**src/rtl/mem_port_arbiter_if.sv**
```systemverilog
// Requester and memory-port signals of the port A arbiter.
// master = requesters plus memory model, slave = arbiter.
interface mem_port_arbiter_if;
    logic [1:0]       req_valid;
    logic [1:0]       req_ready;
    logic [1:0][31:0] req_addr;
    logic [1:0]       req_wen;
    logic [1:0][2:0]  req_sel;
    logic [1:0][31:0] req_wdata;
    logic [1:0]       resp_valid;
    logic [1:0]       resp_ready;
    logic [31:0]      resp_rdata;
    logic             resp_err;
    logic [31:0]      mem_addr;
    logic [2:0]       mem_sel;
    logic             mem_wen;
    logic [31:0]      mem_wdata;
    logic [31:0]      mem_rdata;

    modport master (
        output req_valid, req_addr, req_wen, req_sel, req_wdata, resp_ready, mem_rdata,
        input  req_ready, resp_valid, resp_rdata, resp_err,
               mem_addr, mem_sel, mem_wen, mem_wdata
    );

    modport slave (
        input  req_valid, req_addr, req_wen, req_sel, req_wdata, resp_ready, mem_rdata,
        output req_ready, resp_valid, resp_rdata, resp_err,
               mem_addr, mem_sel, mem_wen, mem_wdata
    );
endinterface

```
**src/rtl/mem_port_arbiter.sv**
```systemverilog
// Round-robin arbiter and one-shot access sequencer for memory port A.
// Illegal accesses are answered with an error and never drive the memory.
module mem_port_arbiter #(
    parameter int unsigned ADDR_LIMIT = 512
) (
    input logic                clk,
    input logic                rst_n,
    mem_port_arbiter_if.slave  bus
);

    typedef enum logic [1:0] {IDLE, ISSUE, RESP, ERR} state_t;

    state_t      state, state_nxt;
    logic        last_grant;
    logic        grant;
    logic        accept;
    logic        legal;
    logic [31:0] cur_addr;
    logic [2:0]  cur_sel;
    logic        cur_wen;
    logic [2:0]  size;
    logic [32:0] end_addr;

    logic        idx;
    logic [31:0] addr_q;
    logic [31:0] wdata_q;
    logic [2:0]  sel_q;
    logic        wen_q;

    logic [1:0]  req_ready;
    logic [1:0]  resp_valid;
    logic [31:0] resp_rdata;
    logic        resp_err;
    logic        mem_wen;

    // With both requesting, the one not granted last wins.
    always_comb begin
        if (bus.req_valid == 2'b11) begin
            grant = ~last_grant;
        end else begin
            grant = ~bus.req_valid[0];
        end
        cur_addr = bus.req_addr[grant];
        cur_sel  = bus.req_sel[grant];
        cur_wen  = bus.req_wen[grant];
        accept   = (state == IDLE) && rst_n && bus.req_valid[grant];
    end

    always_comb begin
        legal = 1'b1;
        size  = 3'd1;
        case (cur_sel)
            3'b000: size = 3'd1;
            3'b100: begin
                size = 3'd1;
                if (cur_wen) legal = 1'b0;
            end
            3'b001: begin
                size = 3'd2;
                if (cur_addr[0]) legal = 1'b0;
            end
            3'b101: begin
                size = 3'd2;
                if (cur_wen || cur_addr[0]) legal = 1'b0;
            end
            3'b010: begin
                size = 3'd4;
                if (cur_addr[1:0] != 2'b00) legal = 1'b0;
            end
            default: legal = 1'b0;
        endcase
        // 33-bit sum so addresses near 2^32 cannot wrap into range.
        end_addr = {1'b0, cur_addr} + {30'd0, size};
        if (end_addr > 33'(ADDR_LIMIT)) legal = 1'b0;
    end

    always_ff @(posedge clk) begin
        if (!rst_n) begin
            state <= IDLE;
        end else begin
            state <= state_nxt;
        end
    end

    always_ff @(posedge clk) begin
        if (!rst_n) begin
            last_grant <= 1'b1;
            idx        <= 1'b0;
            addr_q     <= '0;
            wdata_q    <= '0;
            sel_q      <= '0;
            wen_q      <= 1'b0;
        end else if (accept) begin
            last_grant <= grant;
            idx        <= grant;
            addr_q     <= cur_addr;
            wdata_q    <= bus.req_wdata[grant];
            sel_q      <= cur_sel;
            wen_q      <= cur_wen;
        end
    end

    always_comb begin
        state_nxt  = state;
        req_ready  = '0;
        resp_valid = '0;
        resp_rdata = '0;
        resp_err   = 1'b0;
        mem_wen    = 1'b0;
        case (state)
            IDLE: begin
                if (accept) begin
                    req_ready[grant] = 1'b1;
                    state_nxt        = legal ? ISSUE : ERR;
                end
            end
            ISSUE: begin
                // Reset landing on the issue cycle must suppress the write.
                mem_wen   = wen_q & rst_n;
                state_nxt = RESP;
            end
            RESP: begin
                resp_valid[idx] = 1'b1;
                resp_rdata      = wen_q ? '0 : bus.mem_rdata;
                if (bus.resp_ready[idx]) state_nxt = IDLE;
            end
            ERR: begin
                resp_valid[idx] = 1'b1;
                resp_err        = 1'b1;
                if (bus.resp_ready[idx]) state_nxt = IDLE;
            end
            default: state_nxt = IDLE;
        endcase
    end

    assign bus.req_ready  = req_ready;
    assign bus.resp_valid = resp_valid;
    assign bus.resp_rdata = resp_rdata;
    assign bus.resp_err   = resp_err;
    assign bus.mem_wen    = mem_wen;
    assign bus.mem_addr   = addr_q;
    assign bus.mem_sel    = sel_q;
    assign bus.mem_wdata  = wdata_q;

endmodule

```
**src/flat_wrapper.sv**
```systemverilog
// flat-port wrapper written by rule: the top's interface ports become plain ports
module mem_port_arbiter_flat 
#(
    parameter int unsigned ADDR_LIMIT = 512
)
  (clk, rst_n, bus_req_valid, bus_req_addr, bus_req_wen, bus_req_sel, bus_req_wdata, bus_resp_ready, bus_mem_rdata, bus_req_ready, bus_resp_valid, bus_resp_rdata, bus_resp_err, bus_mem_addr, bus_mem_sel, bus_mem_wen, bus_mem_wdata);
  mem_port_arbiter_if bus_i ();
  input logic clk;
  input logic rst_n;
  input wire logic [$bits(bus_i.req_valid)-1:0] bus_req_valid;
  input wire logic [$bits(bus_i.req_addr)-1:0] bus_req_addr;
  input wire logic [$bits(bus_i.req_wen)-1:0] bus_req_wen;
  input wire logic [$bits(bus_i.req_sel)-1:0] bus_req_sel;
  input wire logic [$bits(bus_i.req_wdata)-1:0] bus_req_wdata;
  input wire logic [$bits(bus_i.resp_ready)-1:0] bus_resp_ready;
  input wire logic [$bits(bus_i.mem_rdata)-1:0] bus_mem_rdata;
  output wire logic [$bits(bus_i.req_ready)-1:0] bus_req_ready;
  output wire logic [$bits(bus_i.resp_valid)-1:0] bus_resp_valid;
  output wire logic [$bits(bus_i.resp_rdata)-1:0] bus_resp_rdata;
  output wire logic [$bits(bus_i.resp_err)-1:0] bus_resp_err;
  output wire logic [$bits(bus_i.mem_addr)-1:0] bus_mem_addr;
  output wire logic [$bits(bus_i.mem_sel)-1:0] bus_mem_sel;
  output wire logic [$bits(bus_i.mem_wen)-1:0] bus_mem_wen;
  output wire logic [$bits(bus_i.mem_wdata)-1:0] bus_mem_wdata;
  assign bus_i.req_valid = bus_req_valid;
  assign bus_i.req_addr = bus_req_addr;
  assign bus_i.req_wen = bus_req_wen;
  assign bus_i.req_sel = bus_req_sel;
  assign bus_i.req_wdata = bus_req_wdata;
  assign bus_i.resp_ready = bus_resp_ready;
  assign bus_i.mem_rdata = bus_mem_rdata;
  assign bus_req_ready = bus_i.req_ready;
  assign bus_resp_valid = bus_i.resp_valid;
  assign bus_resp_rdata = bus_i.resp_rdata;
  assign bus_resp_err = bus_i.resp_err;
  assign bus_mem_addr = bus_i.mem_addr;
  assign bus_mem_sel = bus_i.mem_sel;
  assign bus_mem_wen = bus_i.mem_wen;
  assign bus_mem_wdata = bus_i.mem_wdata;
  mem_port_arbiter #(.ADDR_LIMIT(ADDR_LIMIT)) u_core (.clk(clk), .rst_n(rst_n), .bus(bus_i));
endmodule
```
**config.mk**
```make
export PLATFORM = sky130hd
export DESIGN_NAME = mem_port_arbiter_flat
export DESIGN_NICKNAME = d
export VERILOG_FILES = /design/src/rtl/mem_port_arbiter_if.sv /design/src/rtl/mem_port_arbiter.sv /design/src/flat_wrapper.sv
export SDC_FILE = /design/constraint.sdc
export NUM_CORES = 1
export LEC_CHECK = 0
export BUFFER_PORTS_ARGS = -buffer_cell sky130_fd_sc_hd__clkbuf_2
export CAP_MARGIN = 0
export CORE_MARGIN = 2
export CORE_UTILIZATION = 35
export CTS_CLUSTER_SIZE = 16
export DETAILED_ROUTE_END_ITERATION = 6
export MAX_ROUTING_LAYER = met4
export PLACE_DENSITY = 0.69
export SYNTH_ARGS = -nofsm -noshare
export SYNTH_HDL_FRONTEND = slang
export SYNTH_SLANG_ARGS = --single-unit
```
**constraint.sdc**
```tcl
create_clock -name clk -period 5.41 [get_ports clk]
set_clock_uncertainty 0.05 [all_clocks]
set_input_delay 1.623 -clock clk [delete_from_list [all_inputs] [get_ports clk]]
set_output_delay 1.623 -clock clk [all_outputs]
set_load 0.02 [all_outputs]
```
==> metrics.csv, run 1 <==
stage,metric,value,unit
status,status,"complete, no violations",
placement,"Cell Area, Placed",6240,µm²
power_and_ir_drop,maximum VDD drop,0.000136,V
global_routing,Global Route Usage Sum,0.231,
clock_tree,post-cts sizing count,0,
sta,RSZ-0062 raised after global routing,false,
clock_tree,"Reg clk slew, reported paths",0.06,ns
cells_and_area,Area Growth Syn to Fin,38.4,%
cells_and_area,nets@finish,1037,
critical_path,required time worst endpoint,3.74,ns
drt,drt pass-1 iters,7,
global_routing,grt ovf,0,
cells_and_area,antenna diode count,0,
logic_synthesis,Post-Syn Area,4710,µm²
sta,Final setup viols,0,
floorplanning,Die X,120,µm
global_routing,largest net degree at the start of global routing,93,
drt,DR WL/cell,16.2,µm
critical_path,Reg2Reg Depth,14,
clock_tree,Num CTS Buffers,9,
global_routing,vias in the first global route,5035,
sta,fin crit period,4.84,ns
drt,Vias,5507,
clock_tree,Clock Latency Late Sink,0.34,ns
worst_hold_path,hold_sp,u_core.bus.mem_sel[2],
logic_synthesis,syn_nets,780,
sta,Slew headroom,0.419,
critical_path,Critical path origin,bus_req_valid[0],
flow_run,max-cap violations,0,
logic_synthesis,share of Yosys cell area claimed by the top area cell type,0.306,
logic_synthesis,post-synth top area cell,dfxtp_1,
global_routing,initial antenna violation count,0,
cells_and_area,"commonest non-fill, non-tap cells in the layout","278 x clkbuf_2, 120 x nand2_1, 72 x dfxtp_1, 50 x o211a_1, 46 x nand3_1",
placement,GPL Wtd Cong,0.960,
drt,ANT nets after route,0,
clock_tree,post-CTS setup repair buffer count,0,
logic_synthesis,Yosys cell types,65,
cells_and_area,fin area,6520,µm²
sta,hold_ws,0.445,ns
critical_path,R2R Path End,u_core.state[1],
critical_path,r2r setup slk,1.69,ns
critical_path,Worst Path Max Fanout,58,
floorplanning,row count,42,
placement,# port buffers,278,
critical_path,R2R Path Start,u_core.last_grant,
logic_synthesis,synth warn,0,
drt,Initial DRC Count,386,
power_and_ir_drop,PD cells,259,nW/µm²
floorplanning,# IOs,279,
sta,Setup TNS,0,ns
critical_path,critical path arrival,3.17,ns
sta,"Slew Viols, Final",0,
floorplanning,initial cell density of the core,0.357,
drt,DR vias/cell,5.30,
sta,Fin. Hold Viols,0,
floorplanning,CORE AREA,13200,µm²
clock_tree,hold-fix buffers at CTS,0,
clock_tree,root buf cell,clkbuf_16,
logic_synthesis,number of flops mapped to enable cells by yosys,0,
logic_synthesis,syn_area_per_cell,7.83,µm²
cells_and_area,fraction of layout cells with a size suffix above 1,0.377,
floorplanning,full die area,14400,µm²
sta,fin crit share,0.895,
drt,DRC viols,0,
floorplanning,chip height,120,µm
critical_path,CP endpoint,bus_req_ready[1],
power_and_ir_drop,Leak Pwr,3.57,nW
global_routing,first-pass GRT wire length,25800,µm
sta,worst slew pin tran,0.871,ns
critical_path,Setup crit end kind,output port,
worst_hold_path,Hold Crit Class,flip-flop to flip-flop,
logic_synthesis,Mapped Cells,602,
placement,post-DP HPWL,13100,µm
sta,Max Fclk,0.206,GHz
clock_tree,CTS tree,built,
logic_synthesis,synth top area cells,"dfxtp_1 31%, o211a_1 11%, nand2_1 9.6%, mux2i_1 5.5%, and2_1 4.9%",
clock_tree,Max clock buf depth,2,
critical_path,Worst setup SP type,input port,
cells_and_area,"most common cell after layout, fill and taps aside",clkbuf_2,
power_and_ir_drop,Final Power,1.69,mW
drt,Total Wirelength,16800,µm
logic_synthesis,post-synthesis register bit count,72,
clock_tree,clock sinks,72,
logic_synthesis,Synth async-reset ratio,0,
critical_path,CP Class,input port to output port,
logic_synthesis,Main synth FF type,dfxtp_1,
logic_synthesis,post-synthesis sequential area ratio,0.306,
clock_tree,CTS HTree Levels,3,
worst min-delay path by stage:
stage	endpoint	slack, ns	cells past startpoint
finish	u_core.bus.mem_sel[2]	0.45	2
global route	u_core.bus.mem_wdata[7]	0.47	1
CTS	u_core.bus.mem_sel[2]	0.45	2
detailed placement	u_core.bus.mem_addr[26]	0.43	1
global placement	u_core.bus.mem_wdata[2]	0.43	1
floorplan	u_core.wen_q	0.44	2
kinds of logic after synthesis:
group | count (synthesis) | share of synthesized area
simple gates | 309 | 0.322
compound gates | 126 | 0.229
flops | 72 | 0.306
buf+inv | 48 | 0.0414
mux | 31 | 0.0672
xor+xnor | 12 | 0.0223
fa+ha+maj | 4 | 0.0122
Yosys cell counts (6+ instances only):
cell	instances
buf_2	6
buf_1	6
dfxtp_1	72
a311oi_1	11
xnor2_1	6
mux2i_1	26
clkbuf_1	29
o21ai_0	11
nor3_1	12
nand3_1	46
a211oi_1	8
and2_1	37
nand2_1	120
a21oi_1	10
o211a_1	50
a31oi_1	6
nand4_1	17
nor4_1	6
xor2_1	6
nor2_1	38
report_power, final:
| group | total [mW] | switching (mW) | leakage, nW | internal (mW) |
|---|---|---|---|---|
| registers | 0.609 | 0.0283 | 0.594 | 0.580 |
| logic | 0.502 | 0.307 | 2.84 | 0.195 |
| clock network | 0.582 | 0.262 | 0.135 | 0.320 |
per-stage QoR:
step	instances	worst slack [ns]	utilization
final	1040	0.567	0.494
after global routing	1040	0.278	0.494
after CTS	1040	0.614	0.494
after detailed placement	1024	0.332	0.473
after global placement	1024	0.460	0.473
after floorplan	602	0.198	-
area by class of cell:
| cell class | instances | area, µm² |
|---|---|---|
| inverter | 6 | 22.5 |
| clock inverter | 7 | 61.3 |
| clock buffer | 9 | 225 |
| timing repair buffer | 288 | 1470 |
| fill | 1358 | 6670 |
| tap | 176 | 220 |
| multi-input combinational | 482 | 3090 |
| sequential | 72 | 1440 |
registers in the layout, summed over array words and instances, names as in the netlist:
| name | flops |
|---|---|
| u_core.bus.mem_addr | 32 |
| u_core.bus.mem_wdata | 32 |
| u_core.bus.mem_sel | 3 |
| u_core.state | 2 |
| u_core.idx | 1 |
| u_core.last_grant | 1 |
| u_core.wen_q | 1 |
metal layers:
metal  up-vias  GRT usage  share of wire
met4         0     0.0676          0.020
met2       257      0.377           0.48
met1      2521      0.294           0.43
met5         -          -              0
li1       2707          -              -
met3        22     0.0380          0.072
critical path, cell delays in order:
cell and delay [ns]:
clkbuf_2 0.28, inv_2 0.14, nor2_4 0.20, buf_4 0.56
nor2_1 0.12, clkbuf_2 0.18
No activity file was read; power rests on OpenSTA's default activity.
==> run 2: changes to the inputs <==
--- a/config.mk
+++ b/config.mk
@@ -7,12 +7,12 @@
 export LEC_CHECK = 0
 export BUFFER_PORTS_ARGS = -buffer_cell sky130_fd_sc_hd__clkbuf_2
 export CAP_MARGIN = 0
-export CORE_MARGIN = 2
-export CORE_UTILIZATION = 35
+export CORE_ASPECT_RATIO = 1.25
+export CORE_UTILIZATION = 40
 export CTS_CLUSTER_SIZE = 16
 export DETAILED_ROUTE_END_ITERATION = 6
 export MAX_ROUTING_LAYER = met4
-export PLACE_DENSITY = 0.69
+export PLACE_DENSITY = 0.78
 export SYNTH_ARGS = -nofsm -noshare
 export SYNTH_HDL_FRONTEND = slang
 export SYNTH_SLANG_ARGS = --single-unit
==> metrics.csv, run 2 (same netlist as run 1, synthesis figures left out) <==
stage,metric,value,unit
critical_path,Setup crit end kind,flip-flop,
floorplanning,Die X,99.1,µm
critical_path,"slowest stage delay, CP",0.48,ns
clock_tree,Clock Latency Late Sink,0.34,ns
sta,"Slew Viols, Final",0,
drt,ANT nets after route,0,
global_routing,Global Route Usage Sum,0.266,
drt,Total Wirelength,16500,µm
clock_tree,CTS tree,built,
drt,DR WL/cell,16.5,µm
floorplanning,# IOs,279,
worst_hold_path,Hold Crit Class,flip-flop to flip-flop,
sta,worst setup margin,0.574,ns
critical_path,crit-path most repeated cell,nor2b_1,
drt,Initial DRC Count,256,
cells_and_area,fraction of layout cells with a size suffix above 1,0.375,
clock_tree,hold-fix buffers at CTS,0,
cells_and_area,Area Growth Syn to Fin,36.7,%
clock_tree,"Reg clk slew, reported paths",0.06,ns
clock_tree,Num CTS Buffers,9,
placement,GPL Wtd Cong,1.01,
critical_path,critical path arrival,5.00,ns
critical_path,Worst Path Max Fanout,7,
cells_and_area,"commonest non-fill, non-tap cells in the layout","278 x clkbuf_2, 120 x nand2_1, 72 x dfxtp_1, 50 x o211a_1, 46 x nand3_1",
cells_and_area,nets@finish,1034,
cells_and_area,Final Util,0.570,
floorplanning,CORE AREA,11300,µm²
drt,Vias,5557,
placement,"Cell Area, Placed",6160,µm²
placement,# port buffers,278,
sta,Fin. Hold Viols,0,
sta,RSZ-0062 raised after global routing,false,
global_routing,grt ovf,0,
sta,Setup TNS,0,ns
power_and_ir_drop,maximum VDD drop,0.000144,V
clock_tree,root buf cell,clkbuf_16,
sta,fin crit period,4.84,ns
clock_tree,post-cts sizing count,0,
sta,fin crit share,0.894,
clock_tree,clock sinks,72,
floorplanning,row count,43,
critical_path,Worst path slowest cell,nor2b_1,
floorplanning,initial cell density of the core,0.417,
sta,Max Fclk,0.207,GHz
floorplanning,full die area,12200,µm²
cells_and_area,"most common cell after layout, fill and taps aside",clkbuf_2,
sta,Slew headroom,0.162,
sta,Final setup viols,0,
drt,drt pass-1 iters,5,
power_and_ir_drop,Leak Pwr,3.55,nW
critical_path,required time worst endpoint,5.57,ns
power_and_ir_drop,PD cells,257,nW/µm²
cells_and_area,fin area,6440,µm²
placement,post-DP HPWL,12700,µm
clock_tree,post-CTS setup repair buffer count,0,
critical_path,CP Class,input port to flip-flop,
critical_path,Worst setup SP type,input port,
sta,worst slew pin tran,1.25,ns
critical_path,critical-path cell list,"clkbuf_2, nor2b_1, nor2_4, mux2i_1, nor2b_1, nor2_1, ha_1, fa_1, xor2_1, or3_1, o21ai_0, a2bb2oi_1, nand4_1, nor4_1, a31oi_1",
placement,pre-CTS WS,0.342,ns
flow_run,max-cap violations,0,
clock_tree,Max clock buf depth,2,
clock_tree,CTS HTree Levels,3,
global_routing,first-pass GRT wire length,24700,µm
drt,DRC viols,0,
floorplanning,chip height,123,µm
global_routing,largest net degree at the start of global routing,85,
drt,DR vias/cell,5.57,
cells_and_area,filler cell count,1114,
status,status,"complete, no violations",
global_routing,vias in the first global route,4928,
global_routing,initial antenna violation count,2,
-- run 2: changes by cell type in the layout (fill, tap and decap cells not counted), sizes merged --
cell / change
clkinv: +4
buf: -3
diode: +2
inv: -4
-- run 2: cell type report --
type | instances | area, µm² | area share
multi-input combinational | 482 | 3090 | 0.479
timing repair buffer | 285 | 1440 | 0.224
sequential | 72 | 1440 | 0.224
clock buffer | 9 | 225 | 0.0350
tap | 135 | 169 | 0.0262
clock inverter | 7 | 47.5 | 0.00738
inverter | 6 | 22.5 | 0.00350
antenna | 2 | 5.00 | 0.000777
-- run 2: stage by stage --
stage          hold WS, ns  power, mW  std cells
6_report             0.445       1.66        998
5_1_grt              0.465       1.73        998
4_1_cts              0.448       1.67        996
3_5_place_dp         0.435       1.12        980
3_3_place_gp         0.430       1.11        980
2_1_floorplan        0.439      0.919        602
-- run 2: power by group --
group	switching [mW]	total [mW]	internal (mW)
combinational	0.304	0.498	0.193
sequential	0.0288	0.610	0.581
clock	0.240	0.550	0.310
total	0.573	1.66	1.08
-- run 2: path summary, 6_finish.rpt --
path	startpoint	end	slack [ns]	cells after the start
worst max-delay path	bus_req_valid[1]	u_core.state[1]	0.57	15
worst min-delay path	u_core.bus.mem_wdata[25]	u_core.bus.mem_wdata[25]	0.45	1
worst max register to register	u_core.last_grant	u_core.state[1]	1.51	14
worst min register to register	u_core.bus.mem_wdata[25]	u_core.bus.mem_wdata[25]	0.45	1
-- run 2: metal layers --
layer | track usage | routed length (µm) | share of wire
met1 | 0.297 | 6270 | 0.38
met2 | 0.456 | 8320 | 0.51
met3 | 0.0492 | 1290 | 0.078
met4 | 0.133 | 582 | 0.035
met5 | - | 0 | 0
-- run 2: worst max-delay path: cells and delay by family --
family / cells / cell delay (ns)
fa+ha+maj: 2 / 0.66
xor+xnor: 1 / 0.18
buf+inv: 1 / 0.11
simple gates: 7 / 1.74
compound gates: 3 / 0.54
mux: 1 / 0.16
==> run 3: changes to the inputs <==
--- a/config.mk
+++ b/config.mk
@@ -5,12 +5,14 @@
 export SDC_FILE = /design/constraint.sdc
 export NUM_CORES = 1
 export LEC_CHECK = 0
+export ABC_AREA = 1
 export BUFFER_PORTS_ARGS = -buffer_cell sky130_fd_sc_hd__clkbuf_2
 export CAP_MARGIN = 0
 export CORE_ASPECT_RATIO = 1.25
-export CORE_UTILIZATION = 40
+export CORE_UTILIZATION = 41
 export CTS_CLUSTER_SIZE = 16
 export DETAILED_ROUTE_END_ITERATION = 6
+export GPL_TIMING_DRIVEN = 0
 export MAX_ROUTING_LAYER = met4
 export PLACE_DENSITY = 0.78
 export SYNTH_ARGS = -nofsm -noshare
==> metrics.csv, run 3 <==
stage,metric,value,unit
floorplanning,CORE AREA,11800,µm²
logic_synthesis,post-synthesis register bit count,72,
power_and_ir_drop,Gate power share,0.336,
critical_path,crit-path most repeated cell,buf_4,
logic_synthesis,Synth async-reset ratio,0,
global_routing,first-pass GRT wire length,30800,µm
sta,RSZ-0062 raised after global routing,false,
sta,"Slew Viols, Final",0,
power_and_ir_drop,Flop pwr share,0.335,
logic_synthesis,Yosys cell types,35,
drt,Initial DRC Count,451,
placement,# port buffers,277,
cells_and_area,fin area,6920,µm²
logic_synthesis,post-synthesis sequential area ratio,0.287,
drt,ANT nets after route,0,
cells_and_area,nets@finish,1325,
flow_run,max-cap violations,0,
cells_and_area,Post-Layout Cell Count,1313,
clock_tree,root buf cell,clkbuf_16,
placement,dpl cells,1297,
logic_synthesis,post-synth top area cell,dfxtp_1,
floorplanning,# IOs,279,
logic_synthesis,synth top area cells,"dfxtp_1 29%, nand2_1 24%, nor2_1 7.0%, inv_1 6.8%, a31oi_1 4.7%",
logic_synthesis,synth warn,0,
drt,Vias,6503,
global_routing,grt ovf,0,
global_routing,largest net degree at the start of global routing,13,
power_and_ir_drop,switch share,0.371,
critical_path,CP Class,input port to output port,
critical_path,critical path arrival,3.51,ns
power_and_ir_drop,maximum VDD drop,0.000146,V
cells_and_area,Final Util,0.587,
logic_synthesis,syn_area_per_cell,5.85,µm²
logic_synthesis,"count leader, synth",nand2_1,
floorplanning,row count,44,
logic_synthesis,synth cell count leaders,"317 x nand2_1, 94 x nor2_1, 91 x inv_1",
cells_and_area,antenna diode count,0,
critical_path,Worst path slowest cell,nor2_2,
sta,fin crit period,5.18,ns
placement,"Cell Area, Placed",6620,µm²
cells_and_area,Area Growth Syn to Fin,37.6,%
drt,Total Wirelength,20500,µm
sta,fin crit share,0.958,
clock_tree,Num CTS Buffers,9,
power_and_ir_drop,clock power share,0.329,
critical_path,Worst Path Max Fanout,10,
sta,Slew headroom,0.552,
clock_tree,CTS HTree Levels,3,
clock_tree,CTS tree,built,
sta,Max Fclk,0.193,GHz
logic_synthesis,Mapped Cells,859,
logic_synthesis,share of Yosys cell area claimed by the top area cell type,0.287,
power_and_ir_drop,internal power,1.16,mW
placement,GPL Wtd Cong,1.02,
drt,DR WL/cell,15.6,µm
critical_path,critical-path cell list,"buf_4, buf_4, buf_4, o211ai_1, nor2_1, inv_2, nor2_2, buf_2, clkbuf_2",
power_and_ir_drop,PD cells,267,nW/µm²
status,status,"complete, no violations",
sta,Final setup viols,0,
drt,DR vias/cell,4.95,
global_routing,vias in the first global route,5955,
clock_tree,hold-fix buffers at CTS,0,
logic_synthesis,Post-Syn Area,5030,µm²
critical_path,Setup crit end kind,output port,
logic_synthesis,Main synth FF type,dfxtp_1,
worst_hold_path,Hold Crit Class,flip-flop to flip-flop,
logic_synthesis,number of flops mapped to enable cells by yosys,0,
clock_tree,"Reg clk slew, reported paths",0.05,ns
critical_path,Worst setup SP type,input port,
sta,Fin. Hold Viols,0,
logic_synthesis,syn_nets,1037,
drt,DRC viols,0,
clock_tree,Clock Latency Late Sink,0.33,ns
global_routing,initial antenna violation count,0,
floorplanning,initial cell density of the core,0.427,
floorplanning,Die X,101,µm
critical_path,required time worst endpoint,3.74,ns
placement,post-DP HPWL,16800,µm
global_routing,Global Route Usage Sum,0.327,
clock_tree,Max clock buf depth,2,
cells_and_area,"commonest non-fill, non-tap cells in the layout","317 x nand2_1, 277 x clkbuf_2, 93 x nor2_1, 91 x inv_1, 72 x dfxtp_1",
power_and_ir_drop,Leak Pwr,3.74,nW
floorplanning,full die area,12700,µm²
sta,worst slew pin tran,0.673,ns
power_and_ir_drop,Net Switching,0.686,mW
critical_path,"slowest stage delay, CP",0.30,ns
drt,drt pass-1 iters,5,
cells_and_area,"most common cell after layout, fill and taps aside",nand2_1,
cells_and_area,fraction of layout cells with a size suffix above 1,0.308,
clock_tree,clock sinks,72,
floorplanning,chip height,126,µm
## run 3: changes by cell type in the layout (fill, tap and decap cells not counted), sizes merged, moves of 26 or more
cell	before	now
inv	6	94
nand2	121	334
a31oi	6	38
a21oi	10	36
o211a	50	0
nor2	39	111
o21ai	12	49
and2	37	0
## run 3: cell type report
class	count	area, µm²
inverter	97	365
tap	161	201
multi-input combinational	649	2990
timing repair buffer	277	1390
sequential	72	1440
buffer	41	234
clock inverter	5	56.3
fill	1290	4860
clock buffer	11	243
## run 3: worst paths after layout
check                                              start                  endpoint  slack, ns  depth (start not counted)
worst max-delay path                    bus_req_valid[0]          bus_req_ready[0]       0.23                          9
worst min-delay path            u_core.bus.mem_wdata[23]  u_core.bus.mem_wdata[23]       0.44                          2
worst max register to register         u_core.last_grant           u_core.state[1]       1.35                         23
worst min register to register  u_core.bus.mem_wdata[23]  u_core.bus.mem_wdata[23]       0.44                          2
## run 3: what timing repair did
action | 4_1_cts | 5_1_grt
setup endpoints to repair | 0 | 1
buffers inserted | 0 | 0
gates resized for setup | 0 | 1
## run 3: cells by family (layout without fill, tap and decap cells)
logic type,Yosys count,after routing,synth area share
flops,72,72,0.287
buf+inv,138,431,0.119
mux,1,1,0.00199
simple gates,514,514,0.437
xor+xnor,4,4,0.00697
fa+ha+maj,4,4,0.0114
compound gates,126,126,0.137
## run 3: per-stage QoR
stage	TNS (ns)	power [mW]	hold slack, ns	setup WS, ns
after floorplan	0	1.00	0.424	0.851
after global placement	0	1.24	0.426	0.00529
after detailed placement	-0.0877	1.24	0.430	-0.0877
after CTS	0	1.85	0.442	0.243
after global routing	0	1.93	0.458	0.0799
final	0	1.85	0.442	0.228
## run 3: power groups by stage
stage               clock, mW  sequential, mW  combinational (mW)
floorplan                   0           0.686               0.315
global placement            0           0.629               0.609
detailed placement          0           0.628               0.615
CTS                     0.610           0.618               0.617
global route            0.629           0.624               0.677
finish                  0.607           0.620               0.622
## run 3: per-layer routing
metal  routed length [µm]  global-route usage  up-vias
met3                 1410              0.0444       34
li1                     -                   -     3281
met1                 8560               0.392     2889
met4                  508               0.114        0
met2                10100               0.557      299
met5                    0                   -        -
## run 3: critical path: cells and delay by family
family | cells | cell delay [ns]
compound gates | 1 | 0.15
simple gates | 2 | 0.51
buf+inv | 6 | 1.21
